`src/rtl/ram_arbiter.sv`:
```
// ram_arbiter: shares one 16x8 RAM port between the CPU bus (port C) and the
// front-panel programmer (port P). CPU has fixed priority, bounded by a
// starvation streak counter; prog_mode locks the CPU out.
//
// state  | meaning
// -------+-------------------------------------------------------------
// IDLE   | arbitrate; hold here while no request is eligible
// ACCESS | ram_* stable; RAM acts on mid-cycle falling edge
// ACK    | owner's ack high for exactly this cycle
module ram_arbiter #(
   parameter int AW           = 4,
   parameter int DW           = 8,
   parameter int STARVE_LIMIT = 4
) (
   input  logic          clk,
   input  logic          reset,
   input  logic          prog_mode,
   input  logic          cpu_req,
   input  logic          cpu_we,
   input  logic [AW-1:0] cpu_addr,
   input  logic [DW-1:0] cpu_wdata,
   output logic          cpu_ack,
   output logic [DW-1:0] cpu_rdata,
   input  logic          prg_req,
   input  logic          prg_we,
   input  logic [AW-1:0] prg_addr,
   input  logic [DW-1:0] prg_wdata,
   output logic          prg_ack,
   output logic [DW-1:0] prg_rdata,
   output logic [AW-1:0] ram_a,
   output logic [DW-1:0] ram_d,
   output logic          ram_we,
   input  logic [DW-1:0] ram_spo,
   output logic          busy
);

   // Streak counter is 4 bits wide; STARVE_LIMIT is bounded to 1..15.
   localparam logic [3:0] LIMIT = 4'(STARVE_LIMIT);

   typedef enum logic [1:0] {
      IDLE   = 2'd0,
      ACCESS = 2'd1,
      ACK    = 2'd2
   } state_t;

   state_t          state_q, state_d;
   logic [AW-1:0]   ram_a_q, ram_a_d;
   logic [DW-1:0]   ram_d_q, ram_d_d;
   logic            ram_we_q, ram_we_d;
   logic            owner_q, owner_d;      // 0 = CPU, 1 = programmer
   logic            cpu_ack_q, cpu_ack_d;
   logic            prg_ack_q, prg_ack_d;
   logic [DW-1:0]   cpu_rdata_q, cpu_rdata_d;
   logic [DW-1:0]   prg_rdata_q, prg_rdata_d;
   logic [3:0]      streak_q, streak_d;
   logic            cpu_elig;
   logic            prg_elig;

   // Next-state, arbitration and access sequencing.
   always_comb begin
      state_d     = state_q;
      ram_a_d     = ram_a_q;
      ram_d_d     = ram_d_q;
      ram_we_d    = ram_we_q;
      owner_d     = owner_q;
      cpu_ack_d   = cpu_ack_q;
      prg_ack_d   = prg_ack_q;
      cpu_rdata_d = cpu_rdata_q;
      prg_rdata_d = prg_rdata_q;
      streak_d    = streak_q;
      cpu_elig    = cpu_req && !prog_mode;
      prg_elig    = prg_req;

      case (state_q)
         IDLE: begin
            if (!prg_req) begin
               streak_d = 4'd0;
            end
            if (prg_elig && (!cpu_elig || streak_q == LIMIT)) begin
               ram_a_d  = prg_addr;
               ram_d_d  = prg_wdata;
               ram_we_d = prg_we;
               owner_d  = 1'b1;
               streak_d = 4'd0;
               state_d  = ACCESS;
            end else if (cpu_elig) begin
               ram_a_d  = cpu_addr;
               ram_d_d  = cpu_wdata;
               ram_we_d = cpu_we;
               owner_d  = 1'b0;
               if (prg_req && streak_q != LIMIT) begin
                  streak_d = streak_q + 4'd1;
               end
               state_d  = ACCESS;
            end
         end
         ACCESS: begin
            // ram_spo already holds the pre-write contents captured mid-cycle.
            if (owner_q) begin
               prg_rdata_d = ram_spo;
               prg_ack_d   = 1'b1;
            end else begin
               cpu_rdata_d = ram_spo;
               cpu_ack_d   = 1'b1;
            end
            ram_we_d = 1'b0;
            state_d  = ACK;
         end
         ACK: begin
            cpu_ack_d = 1'b0;
            prg_ack_d = 1'b0;
            state_d   = IDLE;
         end
         default: begin
            state_d = IDLE;
         end
      endcase
   end

   // State and output registers with synchronous reset.
   always_ff @(posedge clk) begin
      if (reset) begin
         state_q     <= IDLE;
         ram_a_q     <= '0;
         ram_d_q     <= '0;
         ram_we_q    <= 1'b0;
         owner_q     <= 1'b0;
         cpu_ack_q   <= 1'b0;
         prg_ack_q   <= 1'b0;
         cpu_rdata_q <= '0;
         prg_rdata_q <= '0;
         streak_q    <= 4'd0;
      end else begin
         state_q     <= state_d;
         ram_a_q     <= ram_a_d;
         ram_d_q     <= ram_d_d;
         ram_we_q    <= ram_we_d;
         owner_q     <= owner_d;
         cpu_ack_q   <= cpu_ack_d;
         prg_ack_q   <= prg_ack_d;
         cpu_rdata_q <= cpu_rdata_d;
         prg_rdata_q <= prg_rdata_d;
         streak_q    <= streak_d;
      end
   end

   assign ram_a     = ram_a_q;
   assign ram_d     = ram_d_q;
   assign ram_we    = ram_we_q;
   assign cpu_ack   = cpu_ack_q;
   assign prg_ack   = prg_ack_q;
   assign cpu_rdata = cpu_rdata_q;
   assign prg_rdata = prg_rdata_q;
   assign busy      = (state_q != IDLE);

endmodule

```
`config.mk`:
```
export PLATFORM = sky130hd
export DESIGN_NAME = ram_arbiter
export DESIGN_NICKNAME = d
export VERILOG_FILES = /design/src/rtl/ram_arbiter.sv
export SDC_FILE = /design/constraint.sdc
export NUM_CORES = 1
export LEC_CHECK = 0
export BUFFER_PORTS_ARGS = -buffer_cell sky130_fd_sc_hd__buf_2
export CORE_MARGIN = 2
export CORE_UTILIZATION = 30
export CTS_CLUSTER_SIZE = 40
export DETAILED_ROUTE_END_ITERATION = 16
export PLACE_DENSITY = 0.52
export SLEW_MARGIN = 10
export SYNTH_ARGS = -nofsm -noshare
export SYNTH_HDL_FRONTEND = slang
export SYNTH_SLANG_ARGS = --single-unit
export TNS_END_PERCENT = 50
```
`constraint.sdc`:
```
create_clock -name clk -period 1.7 [get_ports clk]
set_input_delay 0.34 -clock clk [delete_from_list [all_inputs] [get_ports clk]]
set_output_delay 0.34 -clock clk [all_outputs]
set_load 0.1 [all_outputs]
```
# == Yosys cells after proc, flatten, opt, wreduce, memory -nomap -nowiden ==
# Cells that the tools add are included.
# word_totals
regBits,38
latch_bits,0
mem_bits_rw,0
romBits,0
inputBits,39
out_inout_bits,32
wordCells,56
mem_count,0
# op_classes
add_sub_neg,1
mul,0
div,0
magnitude_cmp,0
eq_ne,7
n_shift,0
n_mux,20
n_bitwise,1
reduce_logical,17
# ops
operator,count
4-bit 2-to-1 mux,6
8-bit 2-to-1 mux,2
2-bit AND reduction,6
2-bit nonzero test,4
1-bit 2-to-1 mux,6
1-bit one-hot mux with 2 select lines,3
4-bit by 1-bit adder with 4-bit output (second input constant),1
4-bit by 3-bit equality test with 1-bit output (second input constant),1
2-bit 2-to-1 mux,2
2-bit != test (second input constant),2
4-bit by 3-bit != test with 1-bit output (second input constant),1
2-bit one-hot mux with 2 select lines,1
1-bit logical AND,3
3-bit != test (second input constant),1
2-bit by 1-bit equality test with 1-bit output (second input constant),1
2-bit equality test (second input constant),1
1-bit logical NOT,2
2-bit logical NOT,1
1-bit logical OR,1
1-bit NOT,1

# == Depth between registers and ports, before layout ==
# Gate-level depths: netlist (run 1).
# depth
depth_word,7
mapped_depth,7
mapped_depth_nobuf,6

# == Worst setup path before layout (run 1) ==
# OpenSTA, ideal clock, no wires.
# synth_timing
path_kind,flip-flop to flip-flop
from,register state_q[1]
to,register ram_a_q[0] (netlist: ram_a[0])
setup_time_ns,0.088
t_arrival_ns,1.421
required_ns,1.612
slack_ns,0.191
path_stages_with_launch,7
path_buffers,1
synth_period_minus_slack_ns,1.509
path_cell_list,dfxtp_1 -> nor2_4 -> inv_2 -> a21oi_4 -> buf_6 -> nor2_1 -> a311oi_2
# synth_via
elab_chain_len,2
# synth_rtl
element,line,rtl
start: declaration,46,"state_t state_q, state_d;"
start signal: assignment,134,state_q <= state_d;
2-bit logical NOT,74,case (state_q)
2-bit AND reduction (no source line),-,
end signal: assignment,135,ram_a_q <= ram_a_d;
end: declaration,47,"logic [AW-1:0] ram_a_q, ram_a_d;"
# No other way between the ends.
# A chain may end at the register's enable or synchronous reset.

# == Final worst setup path (run 1) ==
# layout_timing
from,register streak_q[0]
to,register ram_d_q[2] (netlist: ram_d[2])
# layout_via
elab_chain_len,5
word_cells_on_any_way,6
cone_classes,eq/ne: 1; mux: 1; reduce/logical: 4
# layout_rtl
element,line,rtl
start: declaration,55,"logic [3:0] streak_q, streak_d;"
start signal: assignment,143,streak_q <= streak_d;
4-bit by 3-bit equality test with 1-bit output (*),79,if (prg_elig && (!cpu_elig || streak_q == LIMIT)) begin
1-bit logical OR (*),79,
1-bit logical AND (*),79,
2-bit nonzero test (no source line),-,
2-bit AND reduction (no source line),-,
end signal: assignment,136,ram_d_q <= ram_d_d;
end: declaration,48,"logic [DW-1:0] ram_d_q, ram_d_d;"
# Mark *: on every way between the ends. The rest lies on a longest branch, timed or not.

==> results of run 1 <==
==> kinds of logic (layout without fill, tap and decap cells) <==
| kind of cell | Yosys count | in the layout |
|---|---|---|
| and+or+nand+nor | 76 | 76 |
| DFF | 38 | 38 |
| AOI/OAI and AO/OA | 28 | 28 |
| muxes | 17 | 17 |
| buffers and inverters | 14 | 87 |
| adders and majority gates | 2 | 2 |
| xor gates and xnor gates | 1 | 1 |
==> registers in the layout, indices dropped and copies added, names as in the netlist <==
register,flops
cpu_ack,1
cpu_rdata,8
owner_q,1
prg_ack,1
prg_rdata,8
ram_a,4
ram_d,8
ram_we,1
state_q,2
streak_q,4
==> layout by cell type, fill, tap and decap left out, types with 2 or more instances in the layout <==
cell,netlist,final
sky130_fd_sc_hd__a21oi_1,6,6
sky130_fd_sc_hd__a311oi_1,3,3
sky130_fd_sc_hd__a311oi_2,9,9
sky130_fd_sc_hd__buf_12,0,3
sky130_fd_sc_hd__buf_2,2,69
sky130_fd_sc_hd__buf_4,3,3
sky130_fd_sc_hd__clkbuf_8,0,6
sky130_fd_sc_hd__dfxtp_1,38,38
sky130_fd_sc_hd__ha_1,2,2
sky130_fd_sc_hd__inv_1,4,4
sky130_fd_sc_hd__mux2i_1,17,17
sky130_fd_sc_hd__nand2_1,29,29
sky130_fd_sc_hd__nand2b_1,3,3
sky130_fd_sc_hd__nand3_1,3,3
sky130_fd_sc_hd__nand3b_1,2,2
sky130_fd_sc_hd__nor2_1,32,32
sky130_fd_sc_hd__nor2_4,2,2
sky130_fd_sc_hd__o21ai_0,3,3
==> cell type report <==
cell class / instances / area (um^2)
Fill cell: 558 / 2990
Multi-Input combinational cell: 124 / 807
Sequential cell: 38 / 761
Timing Repair Buffer: 75 / 428
Tap cell: 70 / 87.6
Clock buffer: 6 / 82.6
Clock inverter: 1 / 30.0
Inverter: 5 / 18.8
==> routing by layer <==
| layer | track usage (%) | share of wire, % |
|---|---|---|
| met5 | 0 | 0 |
| met3 | 3.49 | 4.0 |
| met4 | 5.26 | 1.3 |
| met1 | 16.4 | 46 |
| met2 | 20.2 | 49 |
==> tightest hold or removal path: cells and delay by family <==
kind,cells,cell delay (ps)
multiplexers,1,60
AND/OR/NAND/NOR,1,70
buffers and inverters,1,90
==> path summary, 6_finish.rpt <==
| kind | endpoint | slack [ps] | from |
|---|---|---|---|
| worst max register to register | ram_d[2] | 160 | streak_q[0] |
| worst min register to register | prg_ack | 450 | prg_ack |
| worst max-delay path | ram_d[2] | 160 | streak_q[0] |
| worst min-delay path | prg_rdata[5] | 300 | ram_spo[5] |
==> synthesized netlist by cell type (all sizes together) <==
| library cell | instances |
|---|---|
| dfxtp | 38 |
| o21ai | 3 |
| clkbuf | 3 |
| nand3b | 2 |
| buf | 6 |
| xnor2 | 1 |
| nand2 | 29 |
| and3 | 1 |
| nor2b | 1 |
| a21boi | 1 |
| ha | 2 |
| and2b | 1 |
| nand3 | 3 |
| a22oi | 1 |
| nor4 | 1 |
| o31ai | 1 |
| nand2b | 3 |
| a21oi | 8 |
| mux2i | 17 |
| nor2 | 34 |
| o211ai | 1 |
| a21o | 1 |
| a311oi | 12 |
| nor3 | 1 |
| inv | 5 |
==> report_power, final <==
group | internal, uW | switching (uW) | total (uW)
sequential | 948 | 33.5 | 982
clock | 469 | 300 | 770
combinational | 176 | 563 | 740
==> stage by stage <==
step / instances / hold slack [ps] / area (um^2) / total power [uW] / setup slack [ps]
after CTS: 319 / 299 / 2210 / 2530 / 148
after global placement: 312 / 445 / 2100 / 1750 / 189
after detailed placement: 312 / 449 / 2100 / 1750 / 164
after floorplan: 176 / 452 / 1640 / 1590 / 191
final: 319 / 305 / 2210 / 2490 / 157
after global routing: 319 / 298 / 2210 / 2610 / 36.8
==> results.md, run 1 <==
- The flow ran to the end, and the final reports show no timing, DRC or antenna violations.
- In this run, the number of DRC markers left after iteration 0 of detailed routing was 39.
- The wire length after detailed routing is 3.77 mm.
- Across the run, the number of max-cap violations was 0.
- The setup path with the least slack is of type register to register.
- The slowest cell on the critical path is sky130_fd_sc_hd__dfxtp_1.
- The number of I/O port buffers is 70.
- The floorplan step defined a die boundary enclosing ~6100 um^2.
- The count of buffering cells on the critical path with inverters included is 1.
- The number of stages on the worst setup path is 6.
- The number of different library cells used by synthesis comes to 32.
- A synthesized cell averages 9.33 um^2.
- Setup repair after global routing left no endpoint under its margin.
- For this design the ratio of total power to cell area is between 1000 and 1500 nW/um^2.
- Post-CTS timing repair inserted 0 buffers for setup.
- The multiplexer area fraction after synthesis is 10.4%.
- The largest family of logic cells by synthesized area is simple AND/OR/NAND/NOR gates.
- The count of endpoints failing setup in the final report is 0.
- The insertion delay to the later sink of the worst-skew pair is 280 ps.
- The logic depth of the worst register-to-register path is 6.
- The average wire per standard cell is 11.8 um.
- TritonCTS built the clock tree.
- At the end of the flow the core is filled with cells to between 40% and 50%.
- The post-route clock skew is between 3 and 4 ps.
- The fmax is 0.648 GHz.
- Of the post-synthesis cell area, the dominant cell type holds between 40% and 50%.
- The via count of the first global-routing pass is 1,313.
- For this run, design rule violations remaining after detail routing come to 0.
- The library cell occupying the most area in the post-synthesis netlist is sky130_fd_sc_hd__dfxtp_1.
- The starting density of the core is between 30% and 40%.
- The final layout net count is 290.
- The number of clock buffers inserted by TritonCTS is 5.
- The part of the cycle the worst path needs is 90.8%.
- The synthesis-to-finish area growth is 34.9%.
- The placeable core area is 5200 um^2.
- The H-tree was split into 2 levels.
- Traced cell by cell, the critical path runs through inv_1, ha_1, nand3b_1, a21o_2, nand2_1, a311oi_2.
- The count of cells along the worst hold path is 3.
- 71 I/O pins were placed.
- The proportion of synthesized chip area in sequential cells is 46.3%.
- The maximum number of pins on one net before global-route repair is 25.
- The arrival time of the worst setup path is 1740 ps.
- The number of instances in the synthesized netlist is about 180.
- After Yosys synthesis, full adders, half adders and majority gates account for between 1.5 and 2% of the synthesized area.
- The first TritonRoute pass finished after 4 iterations.
- The diode insertion count for antenna repair is 0.
- The count of state elements after synthesis is 38.
- The total vias in the final route is 1,440.
- The leakage power summed over all cells is between 0.001 and 0.0015 uW.
- The simple-gate share of the synthesized area is between 20% and 30%.
- The kind of start point of the critical path is a register.
- The clock root buffer is sky130_fd_sc_hd__clkbuf_8.
- The min-delay analysis places its worst path in the category primary input to register.
- The number of buffers on the longest clock path is 2.
- The worst max-slew margin expressed relative to the limit is 67.0%.
- The first-pass GRT wire length is 6.14 mm.
- The endpoint required time on the critical path is 1900 ps.
- The time the worst path needs with I/O delays and setup is 1540 ps.
- Detailed placement ended at an HPWL of 2.73 mm.
- The share of layout cells above drive strength 1 is 39.4%.
- After clock tree synthesis, the clock-pin slew on the worst setup and hold paths is 70 ps.
- Once detail routing completed, the nets flagged for antenna violations numbered 0.
- Summed over all layers, the global routing overflow is 0.
- The complex-gate fraction of the synthesized area is between 10% and 20%.
- The weighted congestion reported at the end of routability-driven placement is 0.713.
- Yosys attributes the largest share of cell area to sky130_fd_sc_hd__dfxtp_1, sky130_fd_sc_hd__mux2i_1, sky130_fd_sc_hd__a311oi_2, sky130_fd_sc_hd__nor2_1, sky130_fd_sc_hd__nand2_1.
- The quantity of hold-fixing buffers added after cts is 0.
- Global routing used about an eighth of the available tracks.
- The number of nets produced by synthesis is around 220.
- The worst vdd rail ir drop is roughly 0.44 mV.
- The final hold violation count is 0.
- For this run, the number of Yosys warnings is 0.
- The slew of the pin with the lowest slew margin is around 500 ps.
- The number of placement rows is 26.
- Gates resized during post-CTS repair numbered 0.
- The total negative slack is 0 ps.
- The longest individual stage delay on the worst path is 380 ps.
- The nature of the critical path endpoint is a register.
- The initial antenna violation count came to 0.
- The via-per-instance ratio is 4.51.
- Counting every sink on the clock net gives 38.
- The width of the die is just under 80 um.
- The post-synthesis xor/xnor area fraction is less than 1%.
- The area of the mapped netlist is 1640 um^2.
- The die outline height is between 70 and 80 um.
- The maximum fanout count along the critical path is 13.
- Grouping stages by cell kind, the critical path spends the most delay in compound AO/OA/AOI/OAI gates.
- The number of max-slew violations in the final report is 0.
Power figures use the tool's default switching activity.
==> run 2: changes to the inputs <==
Settings changed: CORE_UTILIZATION 30 to 46, PLACE_DENSITY 0.52 to 0.75, REMOVE_ABC_BUFFERS set to 1.
==> run 2 against run 1 <==
  * Design area shrank 3.7%
  * Sequential cell count unchanged
  * Fmax fell by 0.34%
  * Wire length shrank 6.6%
  * Global-route usage increased by 6.1 points
  * Sequential share of layout area is 1.3 points higher
  * Via count up 1.9%
  * First-iteration DRC count up 15%
  * Clock skew rose by 3.7 ps
  * Count of clock-buffer cells in the layout grew 1
  * Setup slack got worse by 5.2 ps
  * Cell count is 7.8% lower
==> results.md, run 2 (same netlist as run 1, synthesis figures left out) <==
- The worst setup slack after layout is 151 ps.
- The worst max-slew margin expressed relative to the limit is slightly above 60%.
- The number of clock buffers inserted by TritonCTS is 5.
- The number of I/O port buffers is 70.
- The wire length after detailed routing is 3.52 mm.
- The total die area is 4060 um^2.
- The worst setup path category is register to output port.
- The average wire per standard cell is 12.0 um.
- For this run, the detailed router's first-pass iteration total came to 4.
- In this run, post-CTS hold repair placed 0 buffers.
- After clock tree synthesis, the repair step resized 0 gates.
- The commonest non-fill, non-tap cell in the layout is sky130_fd_sc_hd__buf_2.
- The clock root buffer is sky130_fd_sc_hd__clkbuf_4.
- The insertion delay to the later sink of the worst-skew pair is 330 ps.
- The via count of the first global-routing pass came to roughly 1.4k.
- The worst min-delay path class is primary input to register.
- The H-tree depth is 2.
- Before CTS, the worst setup slack after placement is 149 ps.
- STA classifies the critical path startpoint as a register.
- Traced cell by cell, the critical path runs through nor2_4, inv_2, buf_12.
- The post-route worst hold slack is 248 ps.
- The worst setup path is captured at an output port.
- The top-level I/O count is 71.
- The run finished with clean final reports.
- The number of buffers on the longest clock path is 2.
- The first global-routing pass estimated 5.93 mm of wire.
- The initial antenna violation count came to 0.
- In this run, the number of DRC markers left after iteration 0 of detailed routing was 45.
- In this run the worst path has a maximum fanout of 7.
- The maximum number of pins on one net before global-route repair is 26.
- The width of the die is 63.7 um.
- The tool flagged a number of max-cap violations equal to 0.
- After floorplanning, the core was sized to cover between 3000 and 4000 um^2.
- In this design, the stage delay of the slowest critical-path cell is 430 ps.
- The wire-length estimate of the detail-placed layout is 2.60 mm.
- The residual antenna-violating net count after detailed routing is 0.
- The slew of the pin with the lowest slew margin is between 500 and 600 ps.
- The initial utilization of the core area, before any placement, comes to 48.4%.
- The endpoint required time on the critical path is 1360 ps.
- In the final design database the tool counted around 290 nets.
- The TritonCTS clock tree is done.
- For this run, the total global-route usage over all layers was measured as between 10% and 20%.
- The die outline height is 63.7 um.
- The share of layout cells above drive strength 1 is 38.3%.
- Detailed routing inserted a total of 1,467 vias.
- In the routed layout, each cell is associated on average with a via count of 4.99.
- Counting I/O delays and the setup requirement, the final critical path takes 1550 ps.
- Clock-pin slew was measured on the worst setup and hold paths at 110 ps.
- The post-route clock skew is 7.72 ps.
- The DRC violations left is 0.
- The final hold violation count came to 0.
- For this design, the slowest cell found on the critical path is sky130_fd_sc_hd__dfxtp_1.
- For the worst setup path, the data arrival time is around 1200 ps.
- 0 antenna diodes ended up in the layout.
- The worst vdd rail ir drop is 0.615 mV.
- The part of the cycle the worst path needs is slightly above 90%.
- Setup repair after global routing left no endpoint under its margin.
- The global route total overflow is 0.
- For this design, the sink count on the clock tree is 38.
- The weighted congestion reported at the end of routability-driven placement is around 0.77.
- In this run the post-CTS setup repair buffer count came out at 0.
- The number of max-slew violations in the final report came to 0.
- The design draws 2300 uW.
- After floorplanning, the core was divided into 21 placement rows.
- The ratio of total power to cell area is 1080 nW/um^2.
- The synthesis-to-finish area growth is 29.9%.
- For this design the static power due to leakage is between 0.001 and 0.0015 uW.
- The fmax is 0.646 GHz.
- Leaving out fill and tap cells, the most frequent cells in the layout are sky130_fd_sc_hd__buf_2, sky130_fd_sc_hd__dfxtp_1, sky130_fd_sc_hd__nor2_1.
- The total negative slack is 0 ps.
- Setup violations remaining at the end of the flow were counted as 0.
-- run 2: cell type report --
type                       instances  area [um^2]
timing repair buffer              73          413
clock inverter                     1         30.0
sequential                        38          761
multi-input combinational        124          807
inverter                           5         18.8
tap                               46         57.6
fill                             290         1260
clock buffer                       7         45.0
-- run 2: critical path: cells and delay by family (launching register included) --
| family | cells | cell delay [ps] |
|---|---|---|
| flip-flops | 1 | 430 |
| AND/OR/NAND/NOR | 1 | 90 |
| buffers and inverters | 2 | 360 |
-- run 2: final timing paths --
path,start,end,slack (ps),cells past startpoint
hold reg to reg,prg_ack,prg_ack,470,2
setup / recovery,state_q[1],busy,150,3
hold / removal,ram_spo[0],prg_rdata[0],250,3
setup reg to reg,streak_q[0],ram_d[3],160,6
-- run 2: metrics by stage --
stage	utilization, %	area [um^2]	cells
after CTS	62.9	2130	294
after detailed placement	60.7	2060	286
after global routing	62.9	2130	294
final	62.9	2130	294
after floorplan	-	1590	167
after global placement	60.7	2060	286
-- run 2: power by group --
group / leakage, uW / internal, uW / switching, uW
Sequential: 0.000311 / 948 / 33.2
Clock: 0.0000395 / 312 / 273
Combinational: 0.000675 / 173 / 563
-- run 2: metal layers --
layer	GRT usage (%)	routed length, um	up-vias
met5	0	0	-
met4	6.52	44	0
met3	8.27	283	4
met2	33.4	1620	57
met1	19.8	1560	659
li1	-	-	747
